File: src/rtl/sync_fifo_pkg.sv
// Shared constants and parameter-legality helpers for the sync_fifo family.
// Optional feature macro: SYNC_FIFO_FWFT_EN (first-word-fall-through read mode).
package sync_fifo_pkg;

  localparam int DEF_WIDTH     = 8;
  localparam int DEF_POINTER   = 4;
  localparam int DEF_AFULL_TH  = 12;
  localparam int DEF_AEMPTY_TH = 2;

  function automatic int fifo_depth(input int pointer);
    return 1 << pointer;
  endfunction

  // Pointers carry one extra bit so full and empty are distinguishable.
  function automatic int cnt_width(input int pointer);
    return pointer + 1;
  endfunction

  function automatic bit afull_th_ok(input int th, input int pointer);
    return (th >= 1) && (th <= fifo_depth(pointer));
  endfunction

  function automatic bit aempty_th_ok(input int th, input int pointer);
    return (th >= 0) && (th <= fifo_depth(pointer) - 1);
  endfunction

endpackage

File: src/rtl/sync_fifo_ram.sv
// DEPTH x WIDTH storage: one synchronous write port, one asynchronous read port.
module sync_fifo_ram #(
  parameter int WIDTH   = 8,
  parameter int POINTER = 4
) (
  input  logic               clk,
  input  logic               we,
  input  logic [POINTER-1:0] waddr,
  input  logic [WIDTH-1:0]   wdata,
  input  logic [POINTER-1:0] raddr,
  output logic [WIDTH-1:0]   rdata
);

  logic [WIDTH-1:0] mem [1 << POINTER];

  // NOTE: storage has no reset; pointers define validity, and a reset would block RAM inference.
  always_ff @(posedge clk) begin
    if (we) mem[waddr] <= wdata;
  end

  assign rdata = mem[raddr];

endmodule

File: src/rtl/sync_fifo.sv
// Single-clock FIFO with occupancy count, programmable thresholds and error pulses.
// Define SYNC_FIFO_FWFT_EN for first-word-fall-through reads.
module sync_fifo
  import sync_fifo_pkg::*;
#(
  parameter int WIDTH     = DEF_WIDTH,
  parameter int POINTER   = DEF_POINTER,
  parameter int AFULL_TH  = DEF_AFULL_TH,
  parameter int AEMPTY_TH = DEF_AEMPTY_TH
) (
  input  logic               clk,
  input  logic               reset_n,
  input  logic [WIDTH-1:0]   data_in,
  input  logic               wr_en,
  input  logic               rd_en,
  output logic [WIDTH-1:0]   data_out,
  output logic               rd_valid,
  output logic               wr_full,
  output logic               rd_empty,
  output logic               almost_full,
  output logic               almost_empty,
  output logic [POINTER:0]   count,
  output logic               overflow,
  output logic               underflow
);

  localparam int CNT_W = cnt_width(POINTER);
  localparam int DEPTH = fifo_depth(POINTER);

  localparam logic [CNT_W-1:0] DEPTH_CNT  = CNT_W'(DEPTH);
  localparam logic [CNT_W-1:0] AFULL_CNT  = CNT_W'(AFULL_TH);
  localparam logic [CNT_W-1:0] AEMPTY_CNT = CNT_W'(AEMPTY_TH);
  localparam logic [CNT_W-1:0] PTR_ONE    = CNT_W'(1);

  if (!afull_th_ok(AFULL_TH, POINTER)) begin : g_bad_afull_th
    $error("sync_fifo: AFULL_TH must lie in 1..DEPTH");
  end
  if (!aempty_th_ok(AEMPTY_TH, POINTER)) begin : g_bad_aempty_th
    $error("sync_fifo: AEMPTY_TH must lie in 0..DEPTH-1");
  end

  logic [CNT_W-1:0] wr_ptr;
  logic [CNT_W-1:0] rd_ptr;
  logic [WIDTH-1:0] rd_data;
  logic             pop_accept;
  logic             wr_accept;

  // Flags decode from registered pointers only, so they never glitch within a cycle.
  assign count        = wr_ptr - rd_ptr;
  assign rd_empty     = (count == '0);
  assign wr_full      = (count == DEPTH_CNT);
  assign almost_full  = (count >= AFULL_CNT);
  assign almost_empty = (count <= AEMPTY_CNT);

  // A pop on a full FIFO frees the slot the write lands in during the same edge.
  assign pop_accept = rd_en && !rd_empty;
  assign wr_accept  = wr_en && (!wr_full || pop_accept);

  sync_fifo_ram #(
    .WIDTH   (WIDTH),
    .POINTER (POINTER)
  ) u_ram (
    .clk   (clk),
    .we    (wr_accept),
    .waddr (wr_ptr[POINTER-1:0]),
    .wdata (data_in),
    .raddr (rd_ptr[POINTER-1:0]),
    .rdata (rd_data)
  );

  // NOTE: sequential state uses non-blocking assignments so every register samples pre-edge values.
  always_ff @(posedge clk or negedge reset_n) begin
    if (!reset_n) begin
      wr_ptr    <= '0;
      rd_ptr    <= '0;
      overflow  <= 1'b0;
      underflow <= 1'b0;
    end else begin
      if (wr_accept)  wr_ptr <= wr_ptr + PTR_ONE;
      if (pop_accept) rd_ptr <= rd_ptr + PTR_ONE;
      overflow  <= wr_en && !wr_accept;
      underflow <= rd_en && !pop_accept;
    end
  end

`ifdef SYNC_FIFO_FWFT_EN
  assign data_out = rd_data;
  assign rd_valid = !rd_empty;
`else
  always_ff @(posedge clk or negedge reset_n) begin
    if (!reset_n) begin
      data_out <= '0;
      rd_valid <= 1'b0;
    end else begin
      rd_valid <= pop_accept;
      if (pop_accept) data_out <= rd_data;
    end
  end
`endif

endmodule

File: config.mk
export PLATFORM = sky130hd
export DESIGN_NAME = sync_fifo
export DESIGN_NICKNAME = d
export VERILOG_FILES = /design/src/rtl/sync_fifo_pkg.sv /design/src/rtl/sync_fifo_ram.sv /design/src/rtl/sync_fifo.sv
export SDC_FILE = /design/constraint.sdc
export NUM_CORES = 1
export LEC_CHECK = 0
export ABC_AREA = 1
export ABC_CLOCK_PERIOD_IN_PS = 3650
export CORE_UTILIZATION = 40
export DETAILED_ROUTE_END_ITERATION = 12
export PLACE_DENSITY_LB_ADDON = 0.2
export SYNTH_ARGS = -nofsm -noshare
export SYNTH_HDL_FRONTEND = slang
export SYNTH_SLANG_ARGS = --single-unit
File: constraint.sdc
create_clock -name clk -period 3.65 [get_ports clk]
set_input_delay 0.5475 -clock clk [delete_from_list [all_inputs] [get_ports clk]]
set_output_delay 0.5475 -clock clk [all_outputs]
set_load 0.02 [all_outputs]
* Word level (Yosys, flattened, before mapping)
Memories as Yosys holds them, arrays and structs flattened. A register that Yosys moved wholly into a read port is not among the register bits.
Index checks and enable logic that the tools add are counted.
** Word-level totals
- Flip-flop bits (word level) :: 13
- Bits in writable memories :: 128
- Word-level logic and storage cells :: 25
- Memories kept :: 1
** Cells by class
- $add $sub $neg :: 3
- $lt $le $gt $ge :: 2
- Equality and inequality tests :: 1
- Multiplexer cells :: 2
- Reductions and logical operators :: 11
** Memory list
- u_ram.mem :: words 16, width 8, read ports 1, clocked after Yosys merged registers in 1, write ports 1, RTL line sync_fifo_ram.sv:14 : logic [WIDTH-1:0] mem [1 << POINTER];
** Operator list (count)
- $add A5 B1 Y5 const B :: 2
- $eq A5 B5 Y1 const B :: 1
- $ge A5 B4 Y1 const B :: 1
- $le A5 B2 Y1 const B :: 1
- $logic_not A1 Y1 :: 5
- $logic_not A5 Y1 :: 1
- $sub A5 B5 Y5 :: 1
- $logic_and A1 B1 Y1 :: 4
- $mux W1 :: 2
- $logic_or A1 B1 Y1 :: 1

* Logic depth before layout (Yosys ltp)
Gate-level depths: netlist (run 1).
- Depth after elaboration :: 8
- Depth in mapped cells :: 15
- Mapped depth without buffers :: 13

* Modules after synthesis
A second synthesis (run 1) with hierarchy kept.
** Second synthesis, totals
- Cells, all modules :: 697
- Area total of the unflattened synthesis :: 6826.5 sq um
** By module, submodules not included
- sync_fifo_ram :: times used 1, cells each 543, area an instance 5606.6 sq um
- sync_fifo :: times used 1, cells each 154, area an instance 1219.9 sq um

* Worst setup path after synthesis (run 1)
Ideal clock, no wire load.
- Kind :: flip-flop to output port
- From :: reg wr_ptr[0]
- To :: out almost_empty
- Arrival time :: 2240 ps
- Data required time :: 3102 ps
- Slack :: 863 ps
- Stages on the path, launching flop included :: 8
- Path buffers :: 0
- Cell sequence :: dfrtp_1 > inv_1 > ha_1 > fa_1 > nand3b_1 > nand3_1 > nand2_4 > nor4_1
** Between the ends
- Longest elaborated chain between the ends :: 2
** RTL lines
- start: declaration :: RTL line sync_fifo.sv:42 : logic [CNT_W-1:0] wr_ptr;
- start signal: assignment :: RTL line sync_fifo.sv:79 : if (wr_accept) wr_ptr <= wr_ptr + PTR_ONE;
- $sub A5 B5 Y5 :: RTL line sync_fifo.sv:49 : assign count = wr_ptr - rd_ptr;
- net count[4] :: RTL line sync_fifo.sv:22 : output logic [POINTER:0] count,
- $le A5 B2 Y1 :: RTL line sync_fifo.sv:53 : assign almost_empty = (count <= AEMPTY_CNT);
- end: declaration :: RTL line sync_fifo.sv:21 : output logic almost_empty,
The timed path passes the listed nets, and every way through them passes these cells.

* Final worst setup path (run 1)
- From :: reg wr_ptr[0]
- To :: out wr_full
** Between the ends
- Longest elaborated chain between the ends :: 2
** RTL lines
- $sub A5 B5 Y5 :: RTL line sync_fifo.sv:49
- $eq A5 B5 Y1 :: RTL line sync_fifo.sv:51 : assign wr_full = (count == DEPTH_CNT);
- end: declaration :: RTL line sync_fifo.sv:18 : output logic wr_full,
No other way between the ends.

==> out/results.ini, run 1 <==
[synthesis]
ys_seq_elements=149
synth_area_sq_mm=0.00654
yosysSeqAreaShare=0.668
yosys-top-cells-area=edfxtp_1, nor2_1, dfrtp_1
synth_most_common_cell=nor2_1
async_flop_share=0.141
ys_types=29
synth_top_cell_by_area=edfxtp_1
yosysWarnings=0
ys.flop_type=edfxtp_1
synth_nets=631
synth_commonest_cells=nor2_1, edfxtp_1, nand2_1, o21ai_0, nand3_1
syn_avg_cell_area_sq_um=10.7
syn_inst=609
synth_top_area_frac=0.588
synth_edf_count=128

[die]
fp-row-count=46
io_pins=32
die_x_um=130
dieArea_sq_mm=0.0169
initial_core_util=0.410
coreArea_sq_mm=0.0159
die-height_um=130

[drt]
drt_iter0_drc=295
drt-total-wl_mm=14.2
ant_nets=0
dr.pass1.iters=4
route.detailed.drc=0
vias=4225
drt-vias-per-instance=4.86
wl_per_cell_um=16.4

[hold_path]
min_path_type=flop to flop

[sta]
fin_setup_tns_ns=0
fmax_mhz=291
relSlewSlack=0.329
setup_viol=0
hold_violations=0
timing.final.crit_share=0.940
worst_slew_pin_slew_ns=1.00
rsz0062_at_grt=false
fin_crit_ns=3.43
skew_ns=0.00900
slew_viol_final=0

[placement]
gp_congestion=0.867
numPortBuffers=31
hpwl_mm=9.17

[clocking]
path_clk_slew_ns=0.06
root_buffer=clkbuf_16
cts_buffers=17
htreeDepth=4
cts_tree=built
cts.sinks=149
clock_latency_ns=0.42
clk_path_buf_depth=2

[grt]
grt_first_pass_wirelength_mm=22.4
grt_max_degree=69
track_usage=0.185
grt-ovfl-total=0
grt_pass1_vias=4069
antenna_found_initial=0

[final_layout]
fin_util=0.481
nets=663
drive_gt1_frac=0.0948
areaGrowthSynthToFinish_pct=17.2
fill_cells=1433
num_antenna_cells=0

[power]
leakagePower_nw=2.94
max-vdd-ir-drop_v=0.000362
total_power_mw=6.88
cellPowerDensity_mw_per_mm2=897

[worst_setup_path]
worstSetupPathType=flop to output port
cp_max_fo=5
cp-end-kind=output port
arrival_ns=2.89
cp.required_ns=3.10
critPathLaunchType=flop

[job]
maxCapViolations=0

[outcome]
status=completed

## power by group
group / switching, mW / total (mW) / leakage, nW / internal, mW
Clock: 0.639 / 1.81 / 0.300 / 1.17
Sequential: 0.127 / 2.22 / 1.42 / 2.09
Combinational: 1.85 / 2.85 / 1.22 / 1.00
Total: 2.62 / 6.88 / 2.94 / 4.26
## through the flow
stage | worst slack (ns) | std cells | hold WS (ns) | instance area, sq um
final | 0.217 | 870 | 0.478 | 7660
after global routing | 0.0732 | 870 | 0.497 | 7660
after CTS | 0.144 | 870 | 0.480 | 7660
after detailed placement | 0.607 | 838 | 0.464 | 7040
after global placement | 0.638 | 838 | 0.470 | 7040
after floorplan | 0.863 | 609 | 0.252 | 6540
## metal layers
metal / share of wire / global-route usage
met1: 0.45 / 0.242
met2: 0.48 / 0.294
met3: 0.049 / 0.0398
met4: 0.023 / 0.0923
met5: 0 / 0
## cell families after synthesis
| family | synth area share |
|---|---|
| flops | 0.668 |
| xor+xnor | 0.0132 |
| buf+inv | 0.0406 |
| fa+ha+maj | 0.0203 |
| simple gates | 0.207 |
| compound gates | 0.0505 |
## path summary, 6_finish.rpt
path                        startpoint          endpoint  slack [ns]  cells past startpoint
max                          wr_ptr[0]           wr_full        0.22                     10
min                        data_out[7]       data_out[7]        0.48                      2
max reg2reg                  wr_ptr[0]  u_ram.mem[13][6]        0.64                      9
min reg2reg                data_out[7]       data_out[7]        0.48                      2
max in group asynchronous      reset_n         rd_ptr[0]        2.29                      1
min in group asynchronous      reset_n         rd_ptr[2]        0.68                      1
## critical path: stages (launching register included)
cell and delay (ns):
dfrtp_1 0.41, inv_1 0.12, ha_1 0.22, fa_1 0.44
nand3b_1 0.20, nand2_1 0.08, nand2_1 0.08, nand2_4 0.14
inv_1 0.07, nor2_1 0.11, clkdlybuf4s50_1 0.61
## layout make-up
| type | instances | area, sq um | share of cell area |
|---|---|---|---|
| multi-input cells | 405 | 1910 | 0.249 |
| inverters | 27 | 104 | 0.0136 |
| repair buffers | 41 | 388 | 0.0506 |
| clock buffers | 25 | 505 | 0.0660 |
| well taps | 216 | 270 | 0.0353 |
| clock inverters | 7 | 119 | 0.0155 |
| flip-flops and latches | 149 | 4370 | 0.570 |
## placed cells by master (no fill, tap or decap)
cell,instances
a21oi_1,2
buf_4,10
bufinv_16,3
clkbuf_1,3
clkbuf_16,17
clkbuf_8,5
clkdlybuf4s50_1,30
clkinv_1,6
clkinv_2,1
clkinvlp_4,2
dfrtp_1,20
dfrtp_2,1
dlymetal6s2s_1,1
edfxtp_1,128
fa_1,1
ha_1,9
inv_1,19
inv_2,1
inv_4,1
inv_6,1
nand2_1,113
nand2_2,11
nand2_4,4
nand3_1,34
nand3b_1,1
nand4_4,1
nor2_1,152
nor2_4,2
nor2_8,1
nor4_1,1
o21ai_0,64
xnor2_1,3
xnor2_2,1
xor2_1,5
## what timing repair did
action	in CTS	in global routing
setup buffers	0	0
resized for setup	0	1
setup endpoints to repair	0	1
hold buffers	0	0
## flip-flops by register name, indices dropped and copies added, names as in the netlist
register,cells
rd_valid,1
overflow,1
rd_ptr,5
u_ram.mem,128
wr_ptr,5
data_out,8
underflow,1
(Power assumes the default switching activity.)
==> inputs of run 2 (changes only) <==
Settings changed: ABC_AREA 1 to not set, GPL_ROUTABILITY_DRIVEN set to 0, PLACE_DENSITY set to 0.65, PLACE_DENSITY_LB_ADDON 0.2 to not set.
==> out/results.ini, run 2 <==
[die]
fp-row-count=44  ; was 46
coreArea_sq_mm=0.0146  ; was 0.0159 sq mm
dieArea_sq_mm=0.0156  ; was 0.0169 sq mm
die_x_um=125  ; was 130 um
initial_core_util=0.412  ; was 0.410
io_pins=32  ; unchanged
die-height_um=125  ; was 130 um

[worst_setup_path]
cp.required_ns=3.10  ; about the same
crit_start=wr_ptr[0]  ; unchanged
arrival_ns=2.93  ; was 2.89 ns
r2r_cells=9  ; unchanged
cp-end-kind=output port  ; unchanged
cp_max_fo=9  ; was 5
r2r_start=wr_ptr[0]  ; unchanged
critPathLaunchType=flop  ; unchanged
worstSetupPathType=flop to output port  ; unchanged

[synthesis]
async_flop_share=0.141  ; unchanged
synth_top_area_frac=0.637  ; was 0.588
synthMuxAreaShare=0.140  ; was 0
synth_area_sq_mm=0.00603  ; was 0.00654 sq mm
synth_compound_gate_area_share=0.0371  ; was 0.0505
yosysWarnings=0  ; unchanged
synth_top_family_by_area=multiplexers  ; was simple AND/OR/NAND/NOR gates
synth_top_cell_by_area=edfxtp_1  ; unchanged
ys.flop_type=edfxtp_1  ; unchanged
yosys-top-cells-area=edfxtp_1, mux4_2, dfrtp_1  ; was edfxtp_1, nor2_1, dfrtp_1
syn_avg_cell_area_sq_um=18.8  ; was 10.7 sq um
yosysSeqAreaShare=0.724  ; was 0.668
yosys.area_share.adder=0.0220  ; was 0.0203
ys_seq_elements=149  ; unchanged
ys_types=37  ; was 29
syn_inst=321  ; was 609
synth_most_common_cell=edfxtp_1  ; was nor2_1
synth_commonest_cells=edfxtp_1, mux4_2, dfrtp_1, nor2_1, a22oi_1  ; was nor2_1, edfxtp_1, nand2_1, o21ai_0, nand3_1
synth_xor_xnor_area_share=0.0187  ; was 0.0132
synth_edf_count=128  ; unchanged
synth_nets=343  ; was 631
synthSimpleGateAreaFrac=0.0407  ; was 0.207

[final_layout]
fin_util=0.491  ; was 0.481
largest_register=u_ram.mem  ; unchanged
fin_cells=563  ; was 870
areaGrowthSynthToFinish_pct=19.3  ; was 17.2%
stdcell_area_sq_mm=0.00719  ; was 0.00766 sq mm
nets=388  ; was 663
drive_gt1_frac=0.216  ; was 0.0948
largest_registers=u_ram.mem (128), data_out (8)  ; unchanged
largest_reg_flops=128  ; unchanged
layout_commonest_cell=edfxtp_1  ; was nor2_1
num_antenna_cells=0  ; unchanged
most-common-layout-cells=edfxtp_1, mux4_2, clkdlybuf4s50_1  ; was nor2_1, edfxtp_1, nand2_1

[grt]
antenna_found_initial=0  ; unchanged
grt_first_pass_wirelength_mm=18.1  ; was 22.4 mm
track_usage=0.164  ; was 0.185
grt-ovfl-total=0  ; unchanged
grt_pass1_vias=3108  ; was 4069
grt_max_degree=37  ; was 69

[sta]
fin_setup_tns_ns=0  ; unchanged
fmax_mhz=287  ; was 291 MHz
setup_viol=0  ; unchanged
slew_viol_final=0  ; unchanged
relSlewSlack=0.298  ; was 0.329
rsz0062_at_grt=false  ; unchanged
worst_slew_pin_slew_ns=1.05  ; was 1.00 ns
setup_ws_ns=0.171  ; was 0.217 ns
timing.final.crit_share=0.953  ; was 0.940
fin_crit_ns=3.48  ; was 3.43 ns
skew_ns=0.00643  ; was 0.00900 ns
holdWs_ns=0.489  ; was 0.478 ns
hold_violations=0  ; unchanged

[power]
p_sw_frac=0.348  ; was 0.380
total_power_mw=6.66  ; was 6.88 mW
internal-power_mw=4.34  ; was 4.26 mW
p_seq_frac=0.340  ; was 0.323
comb_power_share=0.397  ; was 0.415
cellPowerDensity_mw_per_mm2=925  ; was 897 mW/mm^2
power.switching_mw=2.31  ; was 2.62 mW
leakagePower_nw=2.49  ; was 2.94 nW
max-vdd-ir-drop_v=0.000505  ; was 0.000362 V
power_frac_clock=0.263  ; about the same

[outcome]
status=complete, but fails checks  ; was completed
violations=DRC

[clocking]
cts_tree=built  ; unchanged
clk_path_buf_depth=2  ; unchanged
cts_buffers=17  ; unchanged
root_buffer=clkbuf_16  ; unchanged
path_clk_slew_ns=0.06  ; about the same
post-cts-setup-buffer-count=0  ; unchanged
clock_latency_ns=0.42  ; about the same
cts.sinks=149  ; unchanged
htreeDepth=4  ; unchanged

[drt]
drt-vias-per-instance=5.38  ; was 4.86
drt_iter0_drc=271  ; was 295
route.detailed.drc=2  ; was 0
wl_per_cell_um=20.9  ; was 16.4 um
dr.pass1.iters=8  ; was 4
drt-total-wl_mm=11.8  ; was 14.2 mm
vias=3029  ; was 4225
ant_nets=0  ; unchanged

[hold_path]
worstHoldStart=data_out[4]  ; was data_out[7]
hold_depth=1  ; was 2
min_path_type=flop to flop  ; unchanged

[placement]
numPortBuffers=31  ; unchanged
dp_cells=531  ; was 838
preCtsSetupSlack_ns=0.159  ; was 0.607 ns
hpwl_mm=7.54  ; was 9.17 mm
postPlaceCellArea_sq_mm=0.00657  ; was 0.00704 sq mm

[job]
maxCapViolations=0  ; unchanged

==> run 2: cells by family (layout without fill, tap and decap cells) <==
kind of cell    Yosys count  in the layout
compound gates           29             29
xor+xnor                 12             12
fa+ha+maj                10             10
buf+inv                  24             82
flops                   149            149
mux                      43             43
simple gates             54             54
==> run 2: repair_timing <==
action | in CTS | in global routing
gates resized for setup | 1 | 9
hold endpoints to repair | 0 | 0
pin swaps | 0 | 0
hold buffers | 0 | 0
setup endpoints to repair | 1 | 3
==> run 2: path summary, 6_finish.rpt <==
kind	to	slack [ns]
setup / recovery	almost_full	0.17
hold / removal	data_out[4]	0.49
setup reg to reg	u_ram.mem[11][3]	0.48
hold reg to reg	data_out[4]	0.49
max in group asynchronous	rd_ptr[0]	2.24
min in group asynchronous	data_out[1]	0.70
==> run 2: final cells by class <==
cell class | instances | area (sq um)
Timing Repair Buffer | 39 | 370
Fill cell | 1195 | 7450
Multi-Input combinational cell | 148 | 1580
Clock inverter | 14 | 175
Clock buffer | 18 | 429
Inverter | 11 | 41.3
Tap cell | 184 | 230
Sequential cell | 149 | 4370
==> run 2: layer usage <==
metal / vias up / global-route usage / wire (um)
met5: - / 0 / 0
met4: 0 / 0.0770 / 116
met3: 9 / 0.0378 / 699
met2: 98 / 0.259 / 5920
met1: 1550 / 0.215 / 5030
li1: 1372 / - / -
==> run 2: power by group through the flow <==
stage	Sequential (mW)	Combinational, mW	Clock, mW
global placement	2.28	2.58	0
floorplan	2.31	1.65	0
global route	2.29	2.86	1.85
detailed placement	2.29	2.62	0
CTS	2.26	2.62	1.78
finish	2.26	2.65	1.75
==> run 2: critical path: stages, from the launching register on <==
cell and delay, ns:
dfrtp_1 0.42, inv_1 0.11, ha_1 0.21, fa_1 0.43, nand2b_1 0.17, a21oi_1 0.21, xor2_2 0.18, buf_4 0.20
nand2_1 0.06, clkdlybuf4s50_1 0.53
==> inputs of run 3 (changes only) <==
Settings changed: CORE_ASPECT_RATIO set to 1.25.
==> out/results.ini, run 3 (same netlist as run 2, synthesis figures left out) <==
[outcome]
status=complete, but fails checks  ; unchanged
violations=DRC  ; unchanged

[die]
die-height_um=139  ; was 125 um
die_x_um=112  ; was 125 um
coreArea_sq_mm=0.0145  ; was 0.0146 sq mm
initial_core_util=0.415  ; was 0.412
dieArea_sq_mm=0.0156  ; about the same
io_pins=32  ; unchanged
fp-row-count=49  ; was 44

[worst_setup_path]
cp.required_ns=3.10  ; about the same
r2r_slack_ns=0.48  ; about the same
cp_slowest_stage_delay_ns=0.53  ; about the same
crit_family=buffers and inverters  ; unchanged
cp_slowest_cell=clkdlybuf4s50_1  ; unchanged
regToRegEndpoint=u_ram.mem[6][1]  ; was u_ram.mem[11][3]
r2r_cells=8  ; was 9
critPathLaunchType=flop  ; unchanged
arrival_ns=2.91  ; was 2.93 ns
r2r_start=wr_ptr[0]  ; unchanged
worstSetupPathType=flop to output port  ; unchanged
cp_max_fo=9  ; unchanged
worst-path-buf-inv=3  ; unchanged
cp-end-kind=output port  ; unchanged
path_cells=inv_1 > ha_1 > fa_1 > nand2b_1 > a21oi_1 > xor2_2 > buf_4 > nand2_1 > clkdlybuf4s50_1  ; unchanged

[grt]
antenna_found_initial=0  ; unchanged
track_usage=0.162  ; was 0.164
grt_pass1_vias=3224  ; was 3108
grt_first_pass_wirelength_mm=18.3  ; was 18.1 mm
grt-ovfl-total=0  ; unchanged
grt_max_degree=36  ; was 37

[drt]
dr.pass1.iters=10  ; was 8
vias=3056  ; was 3029
drt-vias-per-instance=5.43  ; was 5.38
route.detailed.drc=2  ; unchanged
drt_iter0_drc=213  ; was 271
ant_nets=0  ; unchanged
wl_per_cell_um=20.5  ; was 20.9 um
drt-total-wl_mm=11.5  ; was 11.8 mm

[clocking]
cts.sinks=149  ; unchanged
hold_buffers=0  ; unchanged
clk_path_buf_depth=2  ; unchanged
cts_tree=built  ; unchanged
cts_buffers=17  ; unchanged
htreeDepth=4  ; unchanged
path_clk_slew_ns=0.06  ; about the same
root_buffer=clkbuf_16  ; unchanged
post-cts-setup-buffer-count=0  ; unchanged
clock_latency_ns=0.40  ; was 0.42 ns

[final_layout]
stdcell_area_sq_mm=0.00717  ; was 0.00719 sq mm
drive_gt1_frac=0.218  ; was 0.216
fill_cells=1166  ; was 1195
layout_commonest_cell=edfxtp_1  ; unchanged
num_antenna_cells=0  ; unchanged
largest_reg_flops=128  ; unchanged
largest_register=u_ram.mem  ; unchanged
nets=396  ; was 388
fin_cells=563  ; unchanged
areaGrowthSynthToFinish_pct=18.9  ; was 19.3%
fin_util=0.493  ; was 0.491
most-common-layout-cells=edfxtp_1, mux4_2, clkdlybuf4s50_1  ; unchanged
largest_registers=u_ram.mem (128), data_out (8)  ; unchanged

[placement]
postPlaceCellArea_sq_mm=0.00662  ; was 0.00657 sq mm
preCtsSetupSlack_ns=0.237  ; was 0.159 ns
dp_cells=533  ; was 531
hpwl_mm=7.30  ; was 7.54 mm
numPortBuffers=31  ; unchanged

[sta]
fin_crit_ns=3.45  ; was 3.48 ns
fmax_mhz=289  ; was 287 MHz
timing.final.crit_share=0.946  ; was 0.953
setup_ws_ns=0.196  ; was 0.171 ns
slew_viol_final=0  ; unchanged
relSlewSlack=0.317  ; was 0.298
worst_slew_pin_slew_ns=1.02  ; was 1.05 ns
setup_viol=0  ; unchanged
holdWs_ns=0.495  ; was 0.489 ns
skew_ns=0.00826  ; was 0.00643 ns
fin_setup_tns_ns=0  ; unchanged
hold_violations=0  ; unchanged
rsz0062_at_grt=false  ; unchanged

[hold_path]
hold_depth=1  ; unchanged
min_to=data_out[4]  ; unchanged
min_path_type=flop to flop  ; unchanged
worstHoldStart=data_out[4]  ; unchanged

[power]
leakagePower_nw=2.49  ; about the same
max-vdd-ir-drop_v=0.000525  ; was 0.000505 V
total_power_mw=6.45  ; was 6.66 mW
cellPowerDensity_mw_per_mm2=900  ; was 925 mW/mm^2

[job]
maxCapViolations=0  ; unchanged

[run 3: changes by cell type in the layout (fill, tap and decap cells not counted), sizes merged]
| cell | change |
|---|---|
| dlymetal6s2s | -1 |
| clkinvlp | -1 |
| clkinv | +3 |
| dlygate4sd2 | +1 |
| inv | -5 |
| buf | +8 |
| bufinv | -1 |
| clkbuf | +2 |
[run 3: per-layer routing]
metal	GRT usage	routed length [um]	up-vias
met5	0	0	-
met4	0.0640	157	0
met3	0.0340	473	11
met2	0.283	6230	64
met1	0.194	4660	1595
li1	-	-	1386
[run 3: final cells by class]
type | count | area (sq um) | share of cell area
Sequential cell | 149 | 4370 | 0.609
Multi-Input combinational cell | 148 | 1560 | 0.218
Tap cell | 178 | 223 | 0.0311
Inverter | 11 | 41.3 | 0.00576
Clock buffer | 20 | 437 | 0.0609
Timing Repair Buffer | 47 | 427 | 0.0595
Clock inverter | 10 | 110 | 0.0154
[run 3: worst max path at each step]
stage,cells past startpoint,startpoint,slack (ns),to
floorplan,8,wr_ptr[0],0.02,almost_empty
global placement,9,wr_ptr[0],0.37,almost_empty
detailed placement,9,wr_ptr[0],0.24,almost_empty
CTS,8,wr_ptr[0],0.1,wr_full
global route,9,wr_ptr[0],0.03,almost_full
finish,9,wr_ptr[0],0.20,almost_full
[run 3: timing repair]
action | CTS | global route
gates resized for setup | 3 | 4
setup endpoints to repair | 2 | 2
pin swaps | 0 | 0
cloned | 0 | 0
[run 3: power by group]
group          switching (mW)  leakage (nW)  internal [mW]  total (mW)
sequential              0.139          1.41           2.12        2.26
combinational            1.44         0.819           1.14        2.58
clock                   0.619         0.261          0.992        1.61
